==> src/rtl/rf_pkg.sv <==
// Shared types and constants for the register file writeback path.
// Holds data width, register count, index type and writeback source enum.
package rf_pkg;

  localparam int XLEN      = 32;
  localparam int NREG      = 32;
  localparam int REG_IDX_W = 5;

  typedef logic [REG_IDX_W-1:0] reg_idx_t;

  typedef enum logic {
    WB_ALU,
    WB_MEM
  } wb_src_t;

endpackage

==> src/rtl/rf_scoreboard.sv <==
// Pending-write scoreboard: busy vector, issue WAW check, source lookups.
// Ports: issue (iss_*), commit clear (clr_*), lookups (chk_*), sticky sb_err.
module rf_scoreboard
  import rf_pkg::*;
(
  input  logic                 clk,
  input  logic                 reset,
  input  logic                 iss_valid,
  input  logic                 iss_wr,
  input  logic [REG_IDX_W-1:0] iss_rd,
  output logic                 iss_ready,
  input  logic                 clr_en,
  input  logic [REG_IDX_W-1:0] clr_idx,
  input  logic [REG_IDX_W-1:0] chk_rs1,
  input  logic [REG_IDX_W-1:0] chk_rs2,
  output logic                 rs1_busy,
  output logic                 rs2_busy,
  output logic                 sb_err
);

  logic [NREG-1:0] busy_q;
  logic [NREG-1:0] busy_d;
  logic            set_en;
  logic            err_q;

  assign iss_ready = !(iss_wr && busy_q[iss_rd]);
  assign set_en    = iss_valid && iss_ready
                  && iss_wr && (iss_rd != '0);

  // Bit 0 stays clear, so x0 lookups read 0.
  assign rs1_busy = busy_q[chk_rs1];
  assign rs2_busy = busy_q[chk_rs2];
  assign sb_err   = err_q;

  always_comb begin
    busy_d = busy_q;
    if (clr_en) busy_d[clr_idx] = 1'b0;
    if (set_en) busy_d[iss_rd]  = 1'b1;
    busy_d[0] = 1'b0;
  end

  always_ff @(posedge clk or negedge reset) begin
    if (!reset) begin
      busy_q <= '0;
      err_q  <= 1'b0;
    end else begin
      busy_q <= busy_d;
      // Commit to a register nobody was waiting on.
      if (clr_en && !busy_q[clr_idx]) err_q <= 1'b1;
    end
  end

endmodule

==> src/rtl/rf_wb_sched.sv <==
// Round-robin writeback arbiter (ALU vs MEM) with registered RF write port.
// Optional RF_WB_SCHED_BYPASS_EN adds rsN_fwd/rsN_fwd_data commit forwarding.
module rf_wb_sched
  import rf_pkg::*;
(
  input  logic                 clk,
  input  logic                 reset,
  input  logic                 alu_valid,
  output logic                 alu_ready,
  input  logic [REG_IDX_W-1:0] alu_rd,
  input  logic [XLEN-1:0]      alu_data,
  input  logic                 mem_valid,
  output logic                 mem_ready,
  input  logic [REG_IDX_W-1:0] mem_rd,
  input  logic [XLEN-1:0]      mem_data,
  input  logic                 iss_valid,
  input  logic                 iss_wr,
  input  logic [REG_IDX_W-1:0] iss_rd,
  output logic                 iss_ready,
  input  logic [REG_IDX_W-1:0] chk_rs1,
  input  logic [REG_IDX_W-1:0] chk_rs2,
  output logic                 rs1_busy,
  output logic                 rs2_busy,
  output logic [31:0]          rd,
  output logic [XLEN-1:0]      rd_data,
  output logic                 rd_write,
  output logic                 sb_err
`ifdef RF_WB_SCHED_BYPASS_EN
  ,
  output logic                 rs1_fwd,
  output logic [XLEN-1:0]      rs1_fwd_data,
  output logic                 rs2_fwd,
  output logic [XLEN-1:0]      rs2_fwd_data
`endif
);

  wb_src_t        last_q;
  reg_idx_t       rd_q;
  logic [XLEN-1:0] data_q;
  logic           wr_q;
  logic           grant;
  reg_idx_t       g_rd;
  logic [XLEN-1:0] g_data;
  logic           sb_rs1_busy;
  logic           sb_rs2_busy;

  // Contested cycle goes to whoever did not win last.
  assign alu_ready = alu_valid
                  && (!mem_valid || last_q == WB_MEM);
  assign mem_ready = mem_valid
                  && (!alu_valid || last_q == WB_ALU);
  assign grant     = alu_ready || mem_ready;
  assign g_rd      = alu_ready ? alu_rd : mem_rd;
  assign g_data    = alu_ready ? alu_data : mem_data;

  always_ff @(posedge clk or negedge reset) begin
    if (!reset) begin
      last_q <= WB_MEM;
      rd_q   <= '0;
      data_q <= '0;
      wr_q   <= 1'b0;
    end else begin
      // x0 grants are consumed but never written.
      wr_q <= grant && (g_rd != '0);
      if (grant) begin
        rd_q   <= g_rd;
        data_q <= g_data;
        last_q <= alu_ready ? WB_ALU : WB_MEM;
      end
    end
  end

  assign rd       = {{(32-REG_IDX_W){1'b0}}, rd_q};
  assign rd_data  = data_q;
  assign rd_write = wr_q;

  rf_scoreboard u_sb (
    .clk       (clk),
    .reset     (reset),
    .iss_valid (iss_valid),
    .iss_wr    (iss_wr),
    .iss_rd    (iss_rd),
    .iss_ready (iss_ready),
    .clr_en    (wr_q),
    .clr_idx   (rd_q),
    .chk_rs1   (chk_rs1),
    .chk_rs2   (chk_rs2),
    .rs1_busy  (sb_rs1_busy),
    .rs2_busy  (sb_rs2_busy),
    .sb_err    (sb_err)
  );

`ifdef RF_WB_SCHED_BYPASS_EN
  logic hit1;
  logic hit2;

  assign hit1 = wr_q && (rd_q == chk_rs1)
             && (chk_rs1 != '0);
  assign hit2 = wr_q && (rd_q == chk_rs2)
             && (chk_rs2 != '0);

  assign rs1_fwd      = hit1;
  assign rs1_fwd_data = data_q;
  assign rs2_fwd      = hit2;
  assign rs2_fwd_data = data_q;
  assign rs1_busy     = sb_rs1_busy && !hit1;
  assign rs2_busy     = sb_rs2_busy && !hit2;
`else
  assign rs1_busy = sb_rs1_busy;
  assign rs2_busy = sb_rs2_busy;
`endif

endmodule

==> config.mk <==
export PLATFORM = sky130hd
export DESIGN_NAME = rf_wb_sched
export DESIGN_NICKNAME = d
export VERILOG_FILES = /design/src/rtl/rf_pkg.sv /design/src/rtl/rf_scoreboard.sv /design/src/rtl/rf_wb_sched.sv
export SDC_FILE = /design/constraint.sdc
export NUM_CORES = 1
export LEC_CHECK = 0
export CORE_AREA = 2 2 93 140
export DETAILED_ROUTE_END_ITERATION = 8
export DIE_AREA = 0 0 95 142
export PLACE_DENSITY = 0.8
export SYNTH_ARGS = -nofsm -noshare
export SYNTH_HDL_FRONTEND = slang
export SYNTH_HIERARCHICAL = 1
export SYNTH_SLANG_ARGS = --single-unit
==> constraint.sdc <==
create_clock -name clk -period 2.1 [get_ports clk]
set_clock_uncertainty 0.05 [all_clocks]
set_input_delay 0.21 -clock clk [delete_from_list [all_inputs] [get_ports clk]]
set_output_delay 0.21 -clock clk [all_outputs]
set_load 0.02 [all_outputs]
### Yosys cells after proc, flatten, opt, wreduce, memory -nomap -nowiden

Cells that the tools add are included.

| storage, ports and cells | value |
|---|---|
| memories | 0 |
| ROM bits | 0 |
| logic and storage cells | 52 |
| latch bits | 0 |
| bits in writable memories | 0 |
| output and inout bits | 71 |
| register bits | 71 |

| operators by class | value |
|---|---|
| mux-type cells | 17 |
| reductions and logical operators | 19 |
| $mul | 0 |
| bitwise logic cells | 4 |
| equality and inequality tests | 0 |
| div/mod/pow operators | 0 |
| order comparisons | 6 |
| shifts and indexed selects | 0 |
| add/subtract/negate cells | 0 |

Operator list:

| cell | count |
|---|---|
| $mux 32 | 3 |
| $and 32x32->32 | 1 |
| $not 32->32 | 1 |
| $or 32x32->32 | 1 |
| $lt 5x6->1 const B | 4 |
| $bmux 1 s5 | 4 |
| $demux 1 s5 | 2 |
| $ge 5x1->1 const B | 2 |
| $logic_and 1x1->1 | 10 |
| $reduce_bool 5->1 | 2 |
| $mux 1 | 7 |
| $mux 5 | 1 |
| $logic_not 1->1 | 4 |
| $logic_or 1x1->1 | 3 |
| $not 1->1 | 1 |

### Depth between registers and ports, before layout

| logic depth | value |
|---|---|
| depth after elaboration | 9 |
| depth in mapped cells | 8 |

### Modules after synthesis

The synthesis kept the hierarchy.

By module, submodules not included:

| module | area an instance (um2) | cells an instance | times used |
|---|---|---|---|
| rf_scoreboard | 2439.8 | 229 | 1 |
| rf_wb_sched | 2393.5 | 248 | 1 |

### Least setup slack after synthesis

Ideal clock, no wire load.

| timing | value |
|---|---|
| path type | input port to output port |
| from | input port iss_rd[0] |
| to | output port iss_ready |
| data required time | 1840 ps |
| stages on the path | 7 |
| path slack | -124 ps |
| data arrival time | 1964 ps |
| path through | buf_2 > buf_2 > mux2i_1 > o22ai_1 > a211o_1 > buf_2 > o31ai_1 |

| between the ends | value |
|---|---|
| cells in the longest elaborated chain, start to end | 4 |

Ends and longest elaborated chain:

| item | RTL line | RTL |
|---|---|---|
| start: declaration | rf_wb_sched.sv:18 | `input logic [REG_IDX_W-1:0] iss_rd,` |
| $bmux 1 s5 | rf_scoreboard.sv:26 | `assign iss_ready = !(iss_wr && busy_q[iss_rd]);` |
| $mux 1 (implied by the code) | rf_scoreboard.sv:26 |  |
| $logic_and 1x1->1 | rf_scoreboard.sv:26 |  |
| $logic_not 1->1 | rf_scoreboard.sv:26 |  |
| end: declaration | rf_wb_sched.sv:19 | `output logic iss_ready,` |

No other way between the ends. The select of a mux whose other input is x is not followed.

### Worst setup path after layout

| timing | value |
|---|---|
| from | register u_sb.busy_q[11] |
| to | output port rs2_busy |

| between the ends | value |
|---|---|
| cells in the longest elaborated chain, start to end | 2 |

Ends and longest elaborated chain:

| item | RTL line | RTL |
|---|---|---|
| start: declaration | rf_scoreboard.sv:21 | `logic [NREG-1:0] busy_q;` |
| start signal: assignment | rf_scoreboard.sv:47 | `busy_q <= busy_d;` |
| $bmux 1 s5 | rf_scoreboard.sv:32 | `assign rs2_busy = busy_q[chk_rs2];` |
| $mux 1 (implied by the code) | rf_scoreboard.sv:32 |  |
| end: declaration | rf_wb_sched.sv:23 | `output logic rs2_busy,` |

No other way between the ends. The select of a mux whose other input is x is not followed.

==> run metrics <==
Post-Synth Adder-Cell Area=0%; ANT cells=0; Final Hold Vio Count=0; Detail Route Antenna Nets=0; Post-Synth XOR/XNOR Area=0%; post-synthesis sequential area ratio=between 30% and 40%; crit share post-route=114%; R2R Setup Slk=0.11 ns; Vias/cell=approximately 5.8; nets@finish=~760; Slew @ Worst Pin=around 0.5 ns; #FFs+latches synth=a little over 70; Data required, critical path=1.84 ns; Final min period=about 2.4 ns; CP Launch Type=flip-flop; Tot Pwr=around 7.0 mW; Tot GR Track Use=around a quarter; static leakage=a little under 3 nW; 1st-iter DRT viols=between 300 and 400; CTS Buf Count=9; dpl ws=-0.831 ns; max_slew headroom=66.5%; Async S/R FF share, synth=100%; CTS sink count=between 70 and 80; Reg2Reg Capture Point=u_sb/sb_err; DIE HEIGHT=142 microns; Residual DRC=2; Area after DPL=about 6600 sq um; Synth Area in Compound Gates=slightly above 20%; Final setup viols=3; CP Max Fanout=4; die width=~95 microns; H-tree Lvls=3; Top FF cell, synth=dfrtp_1; initial antenna violation count=0; Final WS setup=-0.304 ns; Final Util=between 50% and 60%; CTS Buffer Depth=2; row count=50; DR vias=around 4,800; fin. max-slew vios=0; DIE AREA=~13,000 sq um; CP endpoint kind=output pin; HP Class=input port to async pin; vias in the first global route=around 5,000; routed len/inst=about 20 microns; reg2reg start=u_sb/busy_q[19]; Yosys Warn Count=6; grt ovf=0; number of port buffers=approximately 140; Synth Area per Inst=10.1 sq um; I/O pins=around 170; ratio of cells with drive above 1 in the final layout=roughly a quarter; crit path DAT=around 2.1 ns; Initial Utilization=approximately two fifths; Synth Area in Simple Gates=roughly 6.7%; Post-synth EDFFs=0; total of max-cap violations=0; largest net degree at the start of global routing=39; setup tns final=-0.672 ns; CTS tree=yes; violated checks=DRC, setup timing; Mapped Area=about 4800 sq um; clk root buf=clkbuf_16; CTS clock-pin slew for the worst setup and hold paths=0.06 ns; core outline area=about 12,000 sq um; final hold slack=approximately 0.26 ns; critical path type=flip-flop to output pin; Distinct cells, synth=40; status=finished, violations left; R2R depth=7; Synth-to-Final Area Change=46.4%; gp weighted congestion=about 1.0; post-synthesis instance total=between 400 and 500; DP HPWL=roughly 12,000 microns; Peak VDD IR=~0.00054 V; largest family of logic cells by synthesized area=multiplexers; post-route design area=a little over 7000 sq um; Power Density=a little under 1000 nW/um^2; first-pass GRT wire length=between 20,000 and 30,000 microns; RSZ-0062 raised after global routing=yes; final cell count without fillers=~820; Inst Count DP=between 700 and 800; Max Freq=416 MHz; final wirelength=around 17,000 microns; clk_lat worst skew=between 0.3 and 0.4 ns; mux cell area share after synthesis=roughly a quarter; TritonRoute pass-1 iters=6
## sequential cells by signal, summed over array words and instances (netlist names)
| signal | cells |
|---|---|
| u_sb/busy_q | 31 |
| rd_data | 32 |
| rd_q | 5 |
| u_sb/sb_err | 1 |
| rd_write | 1 |
| last_q | 1 |
## layout make-up
| class | instances | area [sq um] |
|---|---|---|
| Sequential cell | 71 | 1780 |
| Tap cell | 156 | 195 |
| Clock buffer | 11 | 253 |
| Fill cell | 1045 | 5250 |
| Inverter | 37 | 139 |
| Multi-Input combinational cell | 329 | 2630 |
| Timing Repair Buffer | 212 | 2000 |
| Clock inverter | 5 | 80.1 |
## kinds of logic (layout without fill, tap and decap cells)
logic type	after synthesis	in the layout
other	1	27
buffers and inverters	103	265
AO/OA/AOI/OAI	157	157
multiplexers	83	83
flip-flops	71	71
AND/OR/NAND/NOR	62	62
## power breakdown
group / internal [mW] / switching, mW / total [mW]
Combinational: 1.72 / 1.37 / 3.09
Sequential: 1.78 / 0.464 / 2.25
Clock: 1.10 / 0.589 / 1.69
Total: 4.61 / 2.42 / 7.03
## synthesized netlist by cell type (5+ instances only)
cell,n,area (sq um)
dfrtp_1,70,1750
o21ai_0,39,195
nand3_1,5,25.0
o22ai_1,42,263
mux2i_1,17,170
nand2b_1,5,31.3
mux2_2,42,473
a21oi_1,6,30.0
buf_2,13,65.1
mux4_2,24,541
o31ai_1,22,165
nand2_1,11,41.3
buf_6,6,67.6
nor2_1,17,63.8
clkbuf_1,17,63.8
inv_1,37,139
a31oi_1,34,213
buf_4,29,218
## worst max-delay path by stage
stage / startpoint / to / slack (ns) / cells after the start
floorplan: iss_rd[0] / iss_ready / 0.05 / 7
detailed placement: chk_rs2[0] / rs2_busy / -0.83 / 6
CTS: u_sb/busy_q[31] / rs2_busy / -0.33 / 4
global route: u_sb/busy_q[31] / rs2_busy / -0.37 / 4
global placement: chk_rs2[0] / rs2_busy / -0.80 / 6
finish: u_sb/busy_q[11] / rs2_busy / -0.30 / 4
## layer usage
metal  global-route usage (%)  routed length [microns]  up-vias
li1                         -                        -     2117
met1                     25.2                     5680     2342
met2                     45.7                     9080      245
met3                     4.87                      933       60
met4                     14.4                      827        0
met5                        0                        0        -
## what timing repair did
action	4_1_cts	5_1_grt
setup buffers	1	6
pin swaps	2	2
resized for setup	31	4
endpoints found under the setup margin	5	4
hold buffers	1	0
gates cloned	1	0
endpoints found under the hold margin	18	0
## cell usage in the layout, fill, tap and decap left out, types with 2 or more instances in the layout
| cell type | instances |
|---|---|
| nand4_1 | 2 |
| nand3b_1 | 4 |
| clkbuf_8 | 2 |
| nor3_1 | 3 |
| nor2b_1 | 4 |
| mux2i_1 | 17 |
| buf_6 | 3 |
| mux2_4 | 2 |
| a21boi_0 | 2 |
| nand2_1 | 11 |
| clkbuf_16 | 9 |
| inv_1 | 37 |
| o31ai_1 | 21 |
| dfrtp_2 | 3 |
| mux2_2 | 40 |
| conb_1 | 27 |
| nand2b_1 | 5 |
| o41ai_1 | 3 |
| dlygate4sd2_1 | 4 |
| o21ai_0 | 39 |
| buf_4 | 70 |
| clkdlybuf4s50_1 | 128 |
| o22ai_1 | 42 |
| a21oi_1 | 6 |
| nand3_1 | 4 |
| mux4_2 | 24 |
| nor2_1 | 17 |
| nor3b_1 | 2 |
| a31oi_1 | 34 |
| buf_12 | 3 |
| clkinvlp_4 | 2 |
| bufinv_16 | 2 |
| dfrtp_1 | 67 |
| or3_1 | 3 |
## critical path, stage by stage (launching register included)
cell and delay [ns]:
dfrtp_1 0.43, mux4_2 0.49, mux4_2 0.48, mux2_4 0.28, buf_6 0.13
Note: power is estimated with default switching activity, not from simulation.
